`src/rtl/serial_addsub.sv`:
```
// ---------------------------------------------------------------------------
// serial_addsub
//
// Bit-serial adder/subtractor. A request captures both operands, the mode and
// the carry/borrow-in, then one result bit is produced per clock, LSB first.
// The finished sum and final carry are published together on the last RUN
// edge and stay put until the next operation completes.
//
// Ports
//   clk    in   1      rising-edge clock
//   rst    in   1      asynchronous active-high reset
//   start  in   1      request; only looked at in IDLE
//   sub    in   1      0 = a + b + cin, 1 = a - b - cin
//   a      in   WIDTH  operand A
//   b      in   WIDTH  operand B
//   cin    in   1      carry-in (add) / borrow-in (sub)
//   s      out  WIDTH  registered result
//   cout   out  1      registered carry-out (add) / not-borrow (sub)
//   busy   out  1      high while bits are being processed
//   done   out  1      one-cycle completion pulse
//
// Handshake: start is a level sampled on each rising edge while the FSM is
// in IDLE; a high sample accepts the request and all operand inputs on that
// same edge. There is no back-pressure: start seen in RUN or DONE is
// dropped. done is high for exactly one cycle, and s/cout are valid in that
// cycle and hold afterwards.
//
// Observability: the FSM register is the signal "state" (state_t), and the
// bit counter is "idx"; both are stable names for checkers to bind to.
// ---------------------------------------------------------------------------
module serial_addsub #(
    parameter int WIDTH = 8
) (
    input  logic             clk,
    input  logic             rst,
    input  logic             start,
    input  logic             sub,
    input  logic [WIDTH-1:0] a,
    input  logic [WIDTH-1:0] b,
    input  logic             cin,
    output logic [WIDTH-1:0] s,
    output logic             cout,
    output logic             busy,
    output logic             done
);

    // Bit index needs at least one bit even when WIDTH is 1.
    localparam int IW = (WIDTH > 1) ? $clog2(WIDTH) : 1;
    localparam logic [IW-1:0] LAST_IDX = IW'(WIDTH - 1);

    typedef enum logic [1:0] {
        IDLE = 2'd0,
        RUN  = 2'd1,
        DONE = 2'd2
    } state_t;

    state_t state;
    state_t state_next;

    logic [WIDTH-1:0] a_sr;
    logic [WIDTH-1:0] b_sr;      // already inverted for subtraction
    logic [WIDTH-1:0] sum_sr;
    logic [WIDTH-1:0] sum_next;
    logic             carry;
    logic             carry_next;
    logic             sum_bit;
    logic             last_bit;
    logic [IW-1:0]    idx;

    // One full-adder slice on the current LSBs of the operand shifters.
    always_comb begin
        sum_bit    = a_sr[0] ^ b_sr[0] ^ carry;
        carry_next = (a_sr[0] & b_sr[0]) | (a_sr[0] & carry) | (b_sr[0] & carry);
        last_bit   = (idx == LAST_IDX);
        // Sum bits are written in place at idx so the completed word is
        // available combinationally on the final RUN edge.
        sum_next      = sum_sr;
        sum_next[idx] = sum_bit;
    end

    // FSM state register.
    always_ff @(posedge clk or posedge rst) begin
        if (rst) begin
            state <= IDLE;
        end else begin
            state <= state_next;
        end
    end

    // FSM next-state and status outputs. busy and done decode distinct
    // states, so they can never be high together.
    always_comb begin
        state_next = state;
        busy       = 1'b0;
        done       = 1'b0;
        case (state)
            IDLE: begin
                if (start) begin
                    state_next = RUN;
                end
            end
            RUN: begin
                busy = 1'b1;
                if (last_bit) begin
                    state_next = DONE;
                end
            end
            DONE: begin
                done       = 1'b1;
                state_next = IDLE;
            end
            default: begin
                state_next = IDLE;
            end
        endcase
    end

    // Datapath. Operands are only loaded on acceptance, so input activity
    // during RUN/DONE cannot disturb an operation in flight.
    always_ff @(posedge clk or posedge rst) begin
        if (rst) begin
            a_sr   <= '0;
            b_sr   <= '0;
            sum_sr <= '0;
            carry  <= 1'b0;
            idx    <= '0;
            s      <= '0;
            cout   <= 1'b0;
        end else begin
            case (state)
                IDLE: begin
                    if (start) begin
                        a_sr   <= a;
                        // Subtraction as a + ~b + ~cin: borrow-in becomes
                        // an inverted carry-in, and cout reads as not-borrow.
                        b_sr   <= sub ? ~b : b;
                        carry  <= sub ? ~cin : cin;
                        sum_sr <= '0;
                        idx    <= '0;
                    end
                end
                RUN: begin
                    a_sr   <= a_sr >> 1;
                    b_sr   <= b_sr >> 1;
                    carry  <= carry_next;
                    sum_sr <= sum_next;
                    idx    <= idx + IW'(1);
                    if (last_bit) begin
                        s    <= sum_next;
                        cout <= carry_next;
                    end
                end
                default: begin
                end
            endcase
        end
    end

endmodule

```
`config.mk`:
```
export PLATFORM = sky130hd
export DESIGN_NAME = serial_addsub
export DESIGN_NICKNAME = d
export VERILOG_FILES = /design/src/rtl/serial_addsub.sv
export SDC_FILE = /design/constraint.sdc
export NUM_CORES = 1
export LEC_CHECK = 0
export CAP_MARGIN = 20
export CELL_PAD_IN_SITES_DETAIL_PLACEMENT = 1
export CELL_PAD_IN_SITES_GLOBAL_PLACEMENT = 1
export CORE_ASPECT_RATIO = 1.2
export CORE_MARGIN = 2
export CORE_UTILIZATION = 30
export DETAILED_ROUTE_END_ITERATION = 16
export GPL_ROUTABILITY_DRIVEN = 0
export PLACE_DENSITY = 0.65
export SLEW_MARGIN = 15
export SYNTH_ARGS = -nofsm -noshare
export SYNTH_HDL_FRONTEND = slang
export SYNTH_SLANG_ARGS = --single-unit
```
`constraint.sdc`:
```
create_clock -name clk -period 3.35 [get_ports clk]
set_clock_uncertainty 0.05 [all_clocks]
set_input_delay 0.335 -clock clk [delete_from_list [all_inputs] [get_ports clk]]
set_output_delay 0.335 -clock clk [all_outputs]
set_load 0.01 [all_outputs]
```
Yosys cells after proc, flatten, opt, wreduce, memory -nomap -nowiden

Cells that the tools add are included.

Input bits: 21
Register bits: 39

Reduce and logical (&&, ||, !) cells: 6
$lt $le $gt $ge: 2
Multiplexer cells: 20
Equal/unequal tests: 5
Bitwise logic cells: 9
$add $sub $neg: 1

Operators with widths:

| cell                  | count |
|---|---|
| $pmux W8 S2           | 3 |
| $mux W8               | 4 |
| $bwmux W8             | 1 |
| $not A8 Y8            | 1 |
| $pmux W3 S2           | 1 |
| $reduce_and A2 Y1     | 3 |
| $mux W1               | 5 |
| $lt A3 B4 Y1 const B  | 1 |
| $mux W2               | 2 |
| $ne A2 B2 Y1 const B  | 2 |
| $pmux W2 S2           | 1 |
| $add A3 B1 Y3 const B | 1 |
| $and A1 B1 Y1         | 3 |
| $demux W1 S3          | 1 |
| $eq A3 B3 Y1 const B  | 1 |
| $ge A3 B1 Y1 const B  | 1 |
| $mux W3               | 1 |
| $eq A2 B1 Y1 const B  | 1 |
| $eq A2 B2 Y1 const B  | 1 |
| $logic_not A2 Y1      | 1 |
| $or A1 B1 Y1          | 2 |
| $pmux W1 S2           | 1 |
| $reduce_bool A2 Y1    | 1 |
| $xor A1 B1 Y1         | 2 |
| other kinds (2)       | 2 |

Longest topological paths before layout

Depth in word-level cells: 6
Gate-level depth with buffers: 7

Worst setup path before layout

OpenSTA, ideal clock, no wires.

Path type: reg-to-reg
From: register a_sr[0]
To: register sum_sr[2]
Data arrival time: 1524 ps
Buffers on the path: 1
Setup time: 87 ps
Stages on the path, launching flop included: 6
Slack: 1690 ps
Required time: 3213 ps
Cell sequence: dfrtp_1 > fa_1 > clkbuf_1 > and3b_1 > nand2_1 > o211ai_1

Word-level cells in the longest chain between the ends: 4

RTL lines:

| element                     | RTL line | source |
|---|---|---|
| start: declaration          | 60       | `logic [WIDTH-1:0] a_sr;` |
| start signal: assignment    | 143      | `a_sr <= a_sr >> 1;` |
| $xor A1 B1 Y1 (2 in series) | 72       | `sum_bit = a_sr[0] ^ b_sr[0] ^ carry;` |
| $bwmux W8                   | 78       | `sum_next[idx] = sum_bit;` |
| $pmux W8 S2                 | 130      | `case (state)` |
| end signal: assignment      | 146      | `sum_sr <= sum_next;` |
| end: declaration            | 62       | `logic [WIDTH-1:0] sum_sr;` |

No other way between the ends.
A chain may end at the register's enable or synchronous reset.

Worst setup path in the final report

From: register state[0]
To: output port busy

Word-level cells in the longest chain between the ends: 2

RTL lines:

| element                  | RTL line | source |
|---|---|---|
| start: declaration       | 57       | `state_t state;` |
| start signal: assignment | 86       | `state <= state_next;` |
| $eq A2 B1 Y1             | 96       | `case (state)` |
| $mux W1                  | 96       |  |
| end: declaration         | 43       | `output logic busy,` |

No other way between the ends.

==> results.cfg <==
[worst_setup_path]
endpoint_kind = output port
cp_max_fo = 24
crit_required_ns = 2.96
start_kind = flop
path_cells = nor2b_1 -> buf_4 -> clkdlybuf4s50_1
cpPeakStageDelay_ns = 0.78
crit_family = flip-flops
cpMaxStageDelayCell = dfrtp_1
critPathKind = flop to output port
path_buf_inv = 2
crit_arrival_ns = 2.05

[synthesis]
synth_ff_type = dfrtp_1
avgSynthCellArea_sq_um = 10.5
synthArstFlopShare = 1.00
yosysUniqueCellTypes = 31
syn_nets = 207
yosys_warnings = 0
ys_seq_elements = 39
yosysSeqAreaShare = 0.507
synthCells = 183
syn_area_sq_um = 1920
synth_edf_count = 0

[placement]
dp_hpwl_mm = 2.78
io_buffers = 31
dp_slack_ns = 1.23

[global_route]
busiest_layer = met2
grt_pass1_wl_mm = 7.53
gr-usage-met1 = 0.158
grt_max_degree = 40
grt_overflow = 0
grt_pass1_vias = 1578
met3_usage = 0.0285
met2_usage = 0.234
grtUsageTotal = 0.133
grt_antenna_before_repair = 0

[sta]
hold_violations = 0
max_freq_ghz = 0.411
setup_violations = 0
slew_headroom = 0.551
fin_crit_ns = 2.43
tns_ns = 0
period_share = 0.726
setup_ws_ns = 0.917
rsz0062_at_grt = no
worst_pin_slew_ns = 0.674
drv_slew = 0

[cts]
clock_path_buffers = 2
ctsHoldBuffers = 0
cts_tree = yes
htree_levels = 2
root_buffer = clkbuf_8
clkTransAtPathRegs_ns = 0.09
clk_latency_ns = 0.30
cts_sinks = 39
cts_buffers = 5
cts-resized-gates = 0
postCtsSetupRepairBufs = 0

[outcome]
status = finished clean

[cells_and_area]
nFillCells = 720
layout_common_cells = 39 x dfrtp_1, 31 x clkdlybuf4s50_1, 20 x nand2_1
syn_to_final_growth_pct = 25.6
antenna_cells = 0
final_common_cell = dfrtp_1
nets = 232
layout-drive-gt1-share = 0.0909

[power]
power_frac_clock = 0.221
p_int_mw = 1.39
p_seq_frac = 0.383
ir_worst_vdd_mv = 0.278
p_per_area_nw_per_um2 = 893
switching_share = 0.358
p_sw_mw = 0.772
p_comb_frac = 0.395
p_leak_nw = 1.06

[route]
via_per_inst = 4.92
drt_pass1_iterations = 4
avgRoutedWirePerCell_um = 14.1
ant_nets = 0
via_count = 1432
drtIter0Drc = 22
drt-total-wl_mm = 4.10
drc = 0

[floorplan]
die_y_um = 91.7
num_rows = 31
coreArea_sq_um = 6130
die_w_um = 77.1
die-area_sq_um = 7070
start_util = 0.314
pin_count = 32

[worst_hold_path]
hold_class = input pin to async pin

[flow_run]
max_cap_violations = 0
==> worst register-to-register path: cells and delay by family, from the launching register on <==
family	cells	cell delay (ns)
AND/OR/NAND/NOR	1	0.59
flip-flops	1	0.54
multiplexers	1	0.41
adder cells (fa/ha/maj)	2	0.37
==> power by group through the flow <==
stage	logic (mW)	registers, mW	clock network [mW]
3_5_place_dp	0.876	0.842	0
4_1_cts	0.880	0.834	0.490
5_1_grt	0.970	0.867	0.511
2_1_floorplan	0.634	0.775	0
3_3_place_gp	0.860	0.833	0
6_report	0.854	0.828	0.478
==> synthesized netlist by cell type (2+ instances only) <==
| library cell | n | area (sq um) |
|---|---|---|
| nor3b_2 | 3 | 37.5 |
| buf_4 | 3 | 22.5 |
| ha_1 | 2 | 25.0 |
| xor2_1 | 9 | 78.8 |
| o21ai_0 | 7 | 35.0 |
| and3b_1 | 4 | 35.0 |
| clkbuf_1 | 4 | 15.0 |
| nor2_1 | 9 | 33.8 |
| buf_2 | 8 | 40.0 |
| and3_1 | 8 | 50.1 |
| a21oi_1 | 15 | 75.1 |
| dfrtp_1 | 39 | 976 |
| mux2i_1 | 8 | 80.1 |
| inv_1 | 6 | 22.5 |
| o22ai_1 | 4 | 25.0 |
| o211ai_1 | 4 | 30.0 |
| a22oi_1 | 5 | 37.5 |
| nand3b_1 | 3 | 22.5 |
| a221o_1 | 8 | 80.1 |
| nand2_1 | 20 | 75.1 |
| a22o_1 | 3 | 26.3 |
| mux2_2 | 2 | 22.5 |
==> flip-flops by register name (all words and copies together), names as in the netlist <==
name    count
idx         3
state       2
carry       1
s           8
sum_sr      8
b_sr        8
a_sr        8
cout        1
==> through the flow <==
stage / util / hold slack [ns] / cell area, sq um / power [mW] / std cells
after floorplan: - / 0.400 / 1920 / 1.41 / 183
after CTS: 0.394 / 0.425 / 2420 / 2.20 / 291
final: 0.394 / 0.407 / 2420 / 2.16 / 291
after global routing: 0.394 / 0.487 / 2420 / 2.35 / 291
after global placement: 0.372 / 0.419 / 2280 / 1.69 / 283
after detailed placement: 0.372 / 0.428 / 2280 / 1.72 / 283
==> routing by layer <==
| metal | up-vias | part of all wire |
|---|---|---|
| li1 | 697 | - |
| met1 | 704 | 0.44 |
| met2 | 25 | 0.51 |
| met3 | 6 | 0.035 |
| met4 | 0 | 0.017 |
| met5 | - | 0 |
==> kinds of logic (layout without fill, tap and decap cells) <==
group,after synthesis,in the layout,share of synthesized area
flops,39,39,0.507
mux,10,10,0.0533
compound gates,48,48,0.170
fa+ha+maj,3,3,0.0234
buf+inv,22,48,0.0546
xor+xnor,9,9,0.0410
simple gates,52,52,0.151
==> worst paths after layout <==
path                          start      end  slack, ns  depth (start not counted)
min reg2reg                 a_sr[1]  a_sr[1]       0.44                          2
max reg2reg                  idx[1]     cout       1.27                          4
min in group clk            a_sr[1]  a_sr[1]       0.44                          2
max                        state[0]     busy       0.92                          3
min                             rst   idx[1]       0.41                          3
max in group asynchronous       rst     s[3]       2.50                          3
==> layout make-up <==
cell class	count	area (sq um)	area share
flip-flops and latches	39	976	0.404
inverters	6	22.5	0.00932
clock inverters	3	67.6	0.0280
multi-input cells	122	847	0.350
clock buffers	5	68.8	0.0285
repair buffers	34	333	0.138
well taps	82	103	0.0424
Power figures use the tool's default switching activity.
